`src/rtl/rvj1_mem_arbiter.sv`:
```
// Shares one memory port between the IFU and the LSU: one transaction in flight,
// LSU has fixed priority, and a streak counter bounds how long the IFU can be starved.
module rvj1_mem_arbiter #(
  parameter int XLEN           = 32,
  parameter int MAX_LSU_STREAK = 4
) (
  input  logic            clk_i,
  input  logic            rstn_i,
  input  logic            ifu_req_i,
  input  logic [XLEN-1:0] ifu_addr_i,
  output logic            ifu_gnt_o,
  output logic            ifu_rvalid_o,
  output logic [XLEN-1:0] ifu_rdata_o,
  input  logic            lsu_req_i,
  input  logic            lsu_we_i,
  input  logic [3:0]      lsu_be_i,
  input  logic [XLEN-1:0] lsu_addr_i,
  input  logic [XLEN-1:0] lsu_wdata_i,
  output logic            lsu_gnt_o,
  output logic            lsu_rvalid_o,
  output logic [XLEN-1:0] lsu_rdata_o,
  output logic            mem_req_o,
  output logic            mem_we_o,
  output logic [3:0]      mem_be_o,
  output logic [XLEN-1:0] mem_addr_o,
  output logic [XLEN-1:0] mem_wdata_o,
  input  logic            mem_gnt_i,
  input  logic            mem_rvalid_i,
  input  logic [XLEN-1:0] mem_rdata_i,
  output logic            busy_o
);

  localparam int SW = $clog2(MAX_LSU_STREAK + 1);
  localparam logic [SW-1:0] STREAK_MAX = SW'(MAX_LSU_STREAK);

  typedef enum logic [1:0] {S_IDLE, S_REQ, S_WAIT} state_e;

  state_e        state_q, state_d;
  logic          owner_q, owner_d;   // 1 = LSU, 0 = IFU
  logic [SW-1:0] streak_q, streak_d;
  logic          sel_lsu;
  logic          cur_lsu;
  logic          issue;

  always_ff @(posedge clk_i or negedge rstn_i) begin
    if (!rstn_i) begin
      state_q  <= S_IDLE;
      owner_q  <= 1'b0;
      streak_q <= '0;
    end else begin
      state_q  <= state_d;
      owner_q  <= owner_d;
      streak_q <= streak_d;
    end
  end

  assign ifu_rdata_o = mem_rdata_i;
  assign lsu_rdata_o = mem_rdata_i;
  assign busy_o      = (state_q != S_IDLE);

  always_comb begin
    state_d      = state_q;
    owner_d      = owner_q;
    streak_d     = streak_q;
    ifu_gnt_o    = 1'b0;
    lsu_gnt_o    = 1'b0;
    ifu_rvalid_o = 1'b0;
    lsu_rvalid_o = 1'b0;
    mem_req_o    = 1'b0;
    mem_we_o     = 1'b0;
    mem_be_o     = 4'b0000;
    mem_addr_o   = '0;
    mem_wdata_o  = '0;
    issue        = 1'b0;
    cur_lsu      = owner_q;
    sel_lsu      = lsu_req_i && !(ifu_req_i && (streak_q == STREAK_MAX));

    // Outputs are gated by reset so requesters see silence while rstn_i is low.
    if (rstn_i) begin
      case (state_q)
        S_IDLE: begin
          if (lsu_req_i || ifu_req_i) begin
            issue   = 1'b1;
            cur_lsu = sel_lsu;
            owner_d = sel_lsu;
          end
        end
        S_REQ: begin
          issue = 1'b1;
        end
        S_WAIT: begin
          if (mem_rvalid_i) begin
            ifu_rvalid_o = !owner_q;
            lsu_rvalid_o = owner_q;
            state_d      = S_IDLE;
          end
        end
        default: state_d = S_IDLE;
      endcase
    end

    if (issue) begin
      mem_req_o = 1'b1;
      state_d   = mem_gnt_i ? S_WAIT : S_REQ;
      if (cur_lsu) begin
        mem_we_o    = lsu_we_i;
        mem_be_o    = lsu_be_i;
        mem_addr_o  = lsu_addr_i;
        mem_wdata_o = lsu_wdata_i;
      end else begin
        mem_be_o    = 4'b1111;
        mem_addr_o  = ifu_addr_i;
      end
      if (mem_gnt_i) begin
        ifu_gnt_o = !cur_lsu;
        lsu_gnt_o = cur_lsu;
        // Streak only grows while the IFU is actually being held off.
        if (cur_lsu && ifu_req_i) begin
          if (streak_q != STREAK_MAX) streak_d = streak_q + 1'b1;
        end else begin
          streak_d = '0;
        end
      end
    end
  end

endmodule

```
`config.mk`:
```
export PLATFORM = sky130hd
export DESIGN_NAME = rvj1_mem_arbiter
export DESIGN_NICKNAME = d
export VERILOG_FILES = /design/src/rtl/rvj1_mem_arbiter.sv
export SDC_FILE = /design/constraint.sdc
export NUM_CORES = 1
export LEC_CHECK = 0
export BUFFER_PORTS_ARGS = -buffer_cell sky130_fd_sc_hd__buf_4
export CORE_AREA = 10 10 100 102
export CTS_BUF_LIST = sky130_fd_sc_hd__clkbuf_16
export CTS_CLUSTER_SIZE = 30
export DETAILED_ROUTE_END_ITERATION = 8
export DIE_AREA = 0 0 110 112
export PLACE_DENSITY = 0.75
export RECOVER_POWER = 50
export SLEW_MARGIN = 20
export SYNTH_ARGS = -nofsm -noshare
export SYNTH_HDL_FRONTEND = slang
export SYNTH_SLANG_ARGS = --single-unit
```
`constraint.sdc`:
```
create_clock -name clk_i -period 2.9 [get_ports clk_i]
set_input_delay 0.435 -clock clk_i [delete_from_list [all_inputs] [get_ports clk_i]]
set_output_delay 0.435 -clock clk_i [all_outputs]
set_load 0.1 [all_outputs]
```
Yosys cells after proc, flatten, opt, wreduce, memory -nomap -nowiden
Cells that the tools add are included.
{"block": "totals", "register_bits": 6, "output_inout_bits": 139}
{"block": "classes", "n_addsub": 1, "n_eq_ne": 7, "mux": 32, "n_reduce_logical": 13}
{"operator": "32-bit 2-to-1 mux", "count": 4}
{"operator": "1-bit 2-to-1 mux", "count": 18}
{"operator": "2-bit 2-to-1 mux", "count": 4}
{"operator": "4-bit 2-to-1 mux", "count": 2}
{"operator": "3-bit 2-to-1 mux", "count": 2}
{"operator": "3-bit inequality test (second input constant)", "count": 2}
{"operator": "3-bit AND reduction", "count": 2}
{"operator": "2-bit by 1-bit inequality test with 1-bit output (second input constant)", "count": 2}
{"operator": "2-bit one-hot mux with 2 select lines", "count": 1}
{"operator": "2-bit nonzero test", "count": 2}
{"operator": "3-bit by 1-bit adder with 3-bit output (second input constant)", "count": 1}
{"operator": "3-bit == test (second input constant)", "count": 1}
{"operator": "1-bit logical AND", "count": 3}
{"operator": "1-bit zero test", "count": 3}
{"operator": "2-bit by 1-bit == test with 1-bit output (second input constant)", "count": 1}
{"operator": "2-bit == test (second input constant)", "count": 1}
{"operator": "2-bit zero test", "count": 1}
{"operator": "1-bit one-hot mux with 2 select lines", "count": 1}
{"operator": "2-bit OR reduction", "count": 1}
{"operator": "1-bit logical OR", "count": 1}

Depth between registers and ports, before layout
{"block": "depth", "ltp_word": 10, "depth_mapped": 9, "ltp_nobuf": 7}

Worst setup path before layout
OpenSTA, ideal clock, no wires.
{"block": "synth_timing", "path_kind": "reg2out", "startpoint": "reg streak_q[0]", "endpoint": "out mem_addr_o[19]", "t_arrival_ps": 2858, "required_ps": 2465, "path_slack_ps": -393, "stages_incl_launch_ff": 9, "path_buffers": 2, "cell_sequence": "dfrtp_1 inv_1 ha_1 nand3_1 a32oi_2 buf_4 buf_2 nand2_1 a21oi_1"}
{"block": "synth_via", "elab_chain_len": 9}
{"item": "start: declaration", "line_no": "40", "rtl": "logic [SW-1:0] streak_q, streak_d;"}
{"item": "start signal: assignment", "line_no": "53", "rtl": "streak_q <= streak_d;"}
{"item": "3-bit == test", "line_no": "76", "rtl": "sel_lsu = lsu_req_i && !(ifu_req_i && (streak_q == STREAK_MAX));"}
{"item": "1-bit logical AND", "line_no": "76"}
{"item": "1-bit zero test", "line_no": "76"}
{"item": "1-bit logical AND", "line_no": "76"}
{"item": "1-bit 2-to-1 mux (3 in series)"}
{"item": "32-bit 2-to-1 mux", "line_no": "105", "rtl": "if (cur_lsu) begin"}
{"item": "32-bit 2-to-1 mux", "line_no": "102", "rtl": "if (issue) begin"}
{"item": "end: declaration", "line_no": "25", "rtl": "output logic [XLEN-1:0] mem_addr_o,"}
Every way passes these cells.

Worst setup path after layout
{"block": "layout_timing", "startpoint": "reg streak_q[0]", "endpoint": "out mem_addr_o[6]"}
The elaborated chain is that of the path after synthesis.

==> flow_summary.json <==
{
  "core.rowCount": 33,
  "dr.pass1.iters": 4,
  "setup_viol": 0,
  "core_sq_mm": 0.00805,
  "routedWlPerCell_um": 17.8,
  "grt_first_pass_wirelength_mm": 12.3,
  "crit_required_ns": 2.47,
  "drc": 0,
  "status": "finished clean",
  "synth_seq_area_share": 0.0921,
  "path_class": "flip-flop to output pin",
  "dp_hpwl_mm": 7.07,
  "cts_tree": "built",
  "syn_nets": 404,
  "max_slew.worst_pin.slew_ns": 1.20,
  "synth_area_leaders": "buf_4 30%, nand2_1 16%, and3_1 13%, a21oi_1 10%, dfrtp_1 9.2%",
  "hold_violations": 0,
  "synth-edff-count": 0,
  "ctsResizeCount": 0,
  "finalCriticalPeriod_ns": 2.64,
  "grt_setup_unrepaired": "false",
  "finalNonFillerCells": 474,
  "antenna_found_initial": 0,
  "gp_congestion": 0.800,
  "ys_ff_latch": 6,
  "syn_inst": 263,
  "hold_buffers": 0,
  "fin_area_sq_mm": 0.00278,
  "startpoint_type": "flip-flop",
  "ctsRootBufferMaster": "clkbuf_16",
  "die_area_sq_mm": 0.0123,
  "nets": 512,
  "timing.setup.tns_ns": 0,
  "clk-insertion-delay-late_ns": 0.23,
  "synth_ff_type": "dfrtp_1",
  "synth_area_leader_cell": "buf_4",
  "postCtsSetupRepairBufs": 0,
  "yosysWarnings": 0,
  "ant_nets": 0,
  "ioPinCount": 278,
  "ys_types": 28,
  "num_vias": 2119,
  "grt_pass1_vias": 2268,
  "final_layout_size_suffix_gt1_frac": 0.618,
  "path_clk_slew_ns": 0.03,
  "cts_buffers": 3,
  "synth_most_common_cell": "nand2_1",
  "h-tree-depth": 1,
  "vdd_drop_max_v": 0.000299,
  "arrival_ns": 2.20,
  "die_w_um": 110,
  "grt_usage": 0.122,
  "synthArstFlopShare": 1.00,
  "num_antenna_cells": 0,
  "routed_wl_mm": 8.43,
  "area_growth_pct": 70.5,
  "avgSynthCellArea_sq_um": 6.20,
  "power_density_mw_per_mm2": 785,
  "final_util": 0.345,
  "numPlacedInstances": 471,
  "start_util": 0.202,
  "drt_first_iter_violations": 77,
  "netlist.area_leader.share": 0.304,
  "max_cap_violations": 0,
  "worst-path-max-fanout": 23,
  "placed_cell_area_sq_mm": 0.00271,
  "r2r_setup_slack_ns": 1.13,
  "fin_skew_ns": 0.00127,
  "viasPerCell": 4.47,
  "cts_buffer_depth": 2,
  "slew_viol_final": 0,
  "synth_commonest_cells": "68 x nand2_1, 66 x buf_4, 34 x a21oi_1, 33 x and3_1, 13 x nor2_1",
  "grt.overflow.total": 0,
  "slew_headroom": 0.205,
  "nFillCells": 863,
  "syn_area_sq_mm": 0.00163,
  "hp-class": "input port to asynchronous set/reset pin",
  "grt_max_degree": 68,
  "die_y_um": 112,
  "place.port_buffers": 181,
  "min_period_over_period": 0.910,
  "cp-end-kind": "output pin",
  "clock-sinks": 6,
  "leakage_nw": 1.53,
  "fmax_mhz": 379
}
==> path summary, 6_finish.rpt <==
| kind | from | endpoint | cells after the start |
|---|---|---|---|
| setup / recovery | streak_q[0] | mem_addr_o[6] | 8 |
| hold / removal | rstn_i | streak_q[0] | 1 |
| setup reg to reg | state_q[0] | streak_q[1] | 5 |
| hold reg to reg | streak_q[0] | streak_q[0] | 1 |
| max in group asynchronous | rstn_i | state_q[0] | 1 |
| min in group clk_i | mem_gnt_i | state_q[0] | 2 |
==> area by class of cell <==
cell class                 count  area [sq um]  area share
clock buffer                   3          75.1      0.0270
inverter                       6          22.5     0.00810
multi-input combinational    169           991       0.356
sequential                     6           150      0.0540
tap                          105           131      0.0473
timing repair buffer         185          1410       0.507
==> report_power, final <==
group | leakage (nW) | internal, mW | switching (mW) | total (mW)
registers | 0.0778 | 0.104 | 0.0254 | 0.130
logic | 1.42 | 0.429 | 1.40 | 1.82
clock network | 0.0370 | 0.177 | 0.0500 | 0.227
total | 1.53 | 0.710 | 1.47 | 2.18
==> worst max-delay path, cell delays in order (launching register included) <==
cell and delay (ns):
dfrtp_1 0.39, inv_1 0.09, ha_1 0.19, nand3_1 0.12
a32oi_2 0.30, buf_4 0.31, nand2_1 0.11, a21oi_2 0.15
buf_4 0.30
==> state kept, by name, indices dropped and copies added, names as in the netlist <==
signal,cells
streak_q,3
state_q,2
owner_q,1
==> stage by stage <==
| step | setup slack [ns] | total power [mW] | hold slack, ns |
|---|---|---|---|
| after floorplan | 0.0195 | 2.00 | 0.139 |
| after CTS | 0.236 | 2.21 | 0.0312 |
| after detailed placement | 0.462 | 1.98 | 0.271 |
| after global placement | 0.508 | 1.94 | 0.267 |
| after global routing | 0.0935 | 2.29 | 0.0430 |
| final | 0.262 | 2.18 | 0.0272 |
==> layout by cell type, fill, tap and decap left out, types with 2 or more instances in the layout <==
master,count
nand3b_1,2
a21oi_1,2
ha_1,2
inv_1,4
nor2_2,4
o2bb2ai_1,2
buf_4,182
and3_1,33
a21oi_2,32
nand4_1,3
inv_2,2
dfrtp_1,6
nor2_1,9
buf_12,2
clkbuf_16,3
nand2_1,68
==> per-layer routing <==
layer	wire length, um	global-route usage
met2	4130	0.213
met1	2790	0.123
met5	0	0
met3	1260	0.0582
met4	250	0.0451
==> kinds of logic (layout without fill, tap and decap cells) <==
logic type / Yosys count / after routing / synth area share
adders and majority gates: 2 / 2 / 0.0153
DFF: 6 / 6 / 0.0921
AOI/OAI and AO/OA: 41 / 41 / 0.141
and+or+nand+nor: 126 / 126 / 0.371
buffers and inverters: 88 / 194 / 0.380
No activity file was read; power rests on OpenSTA's default activity.
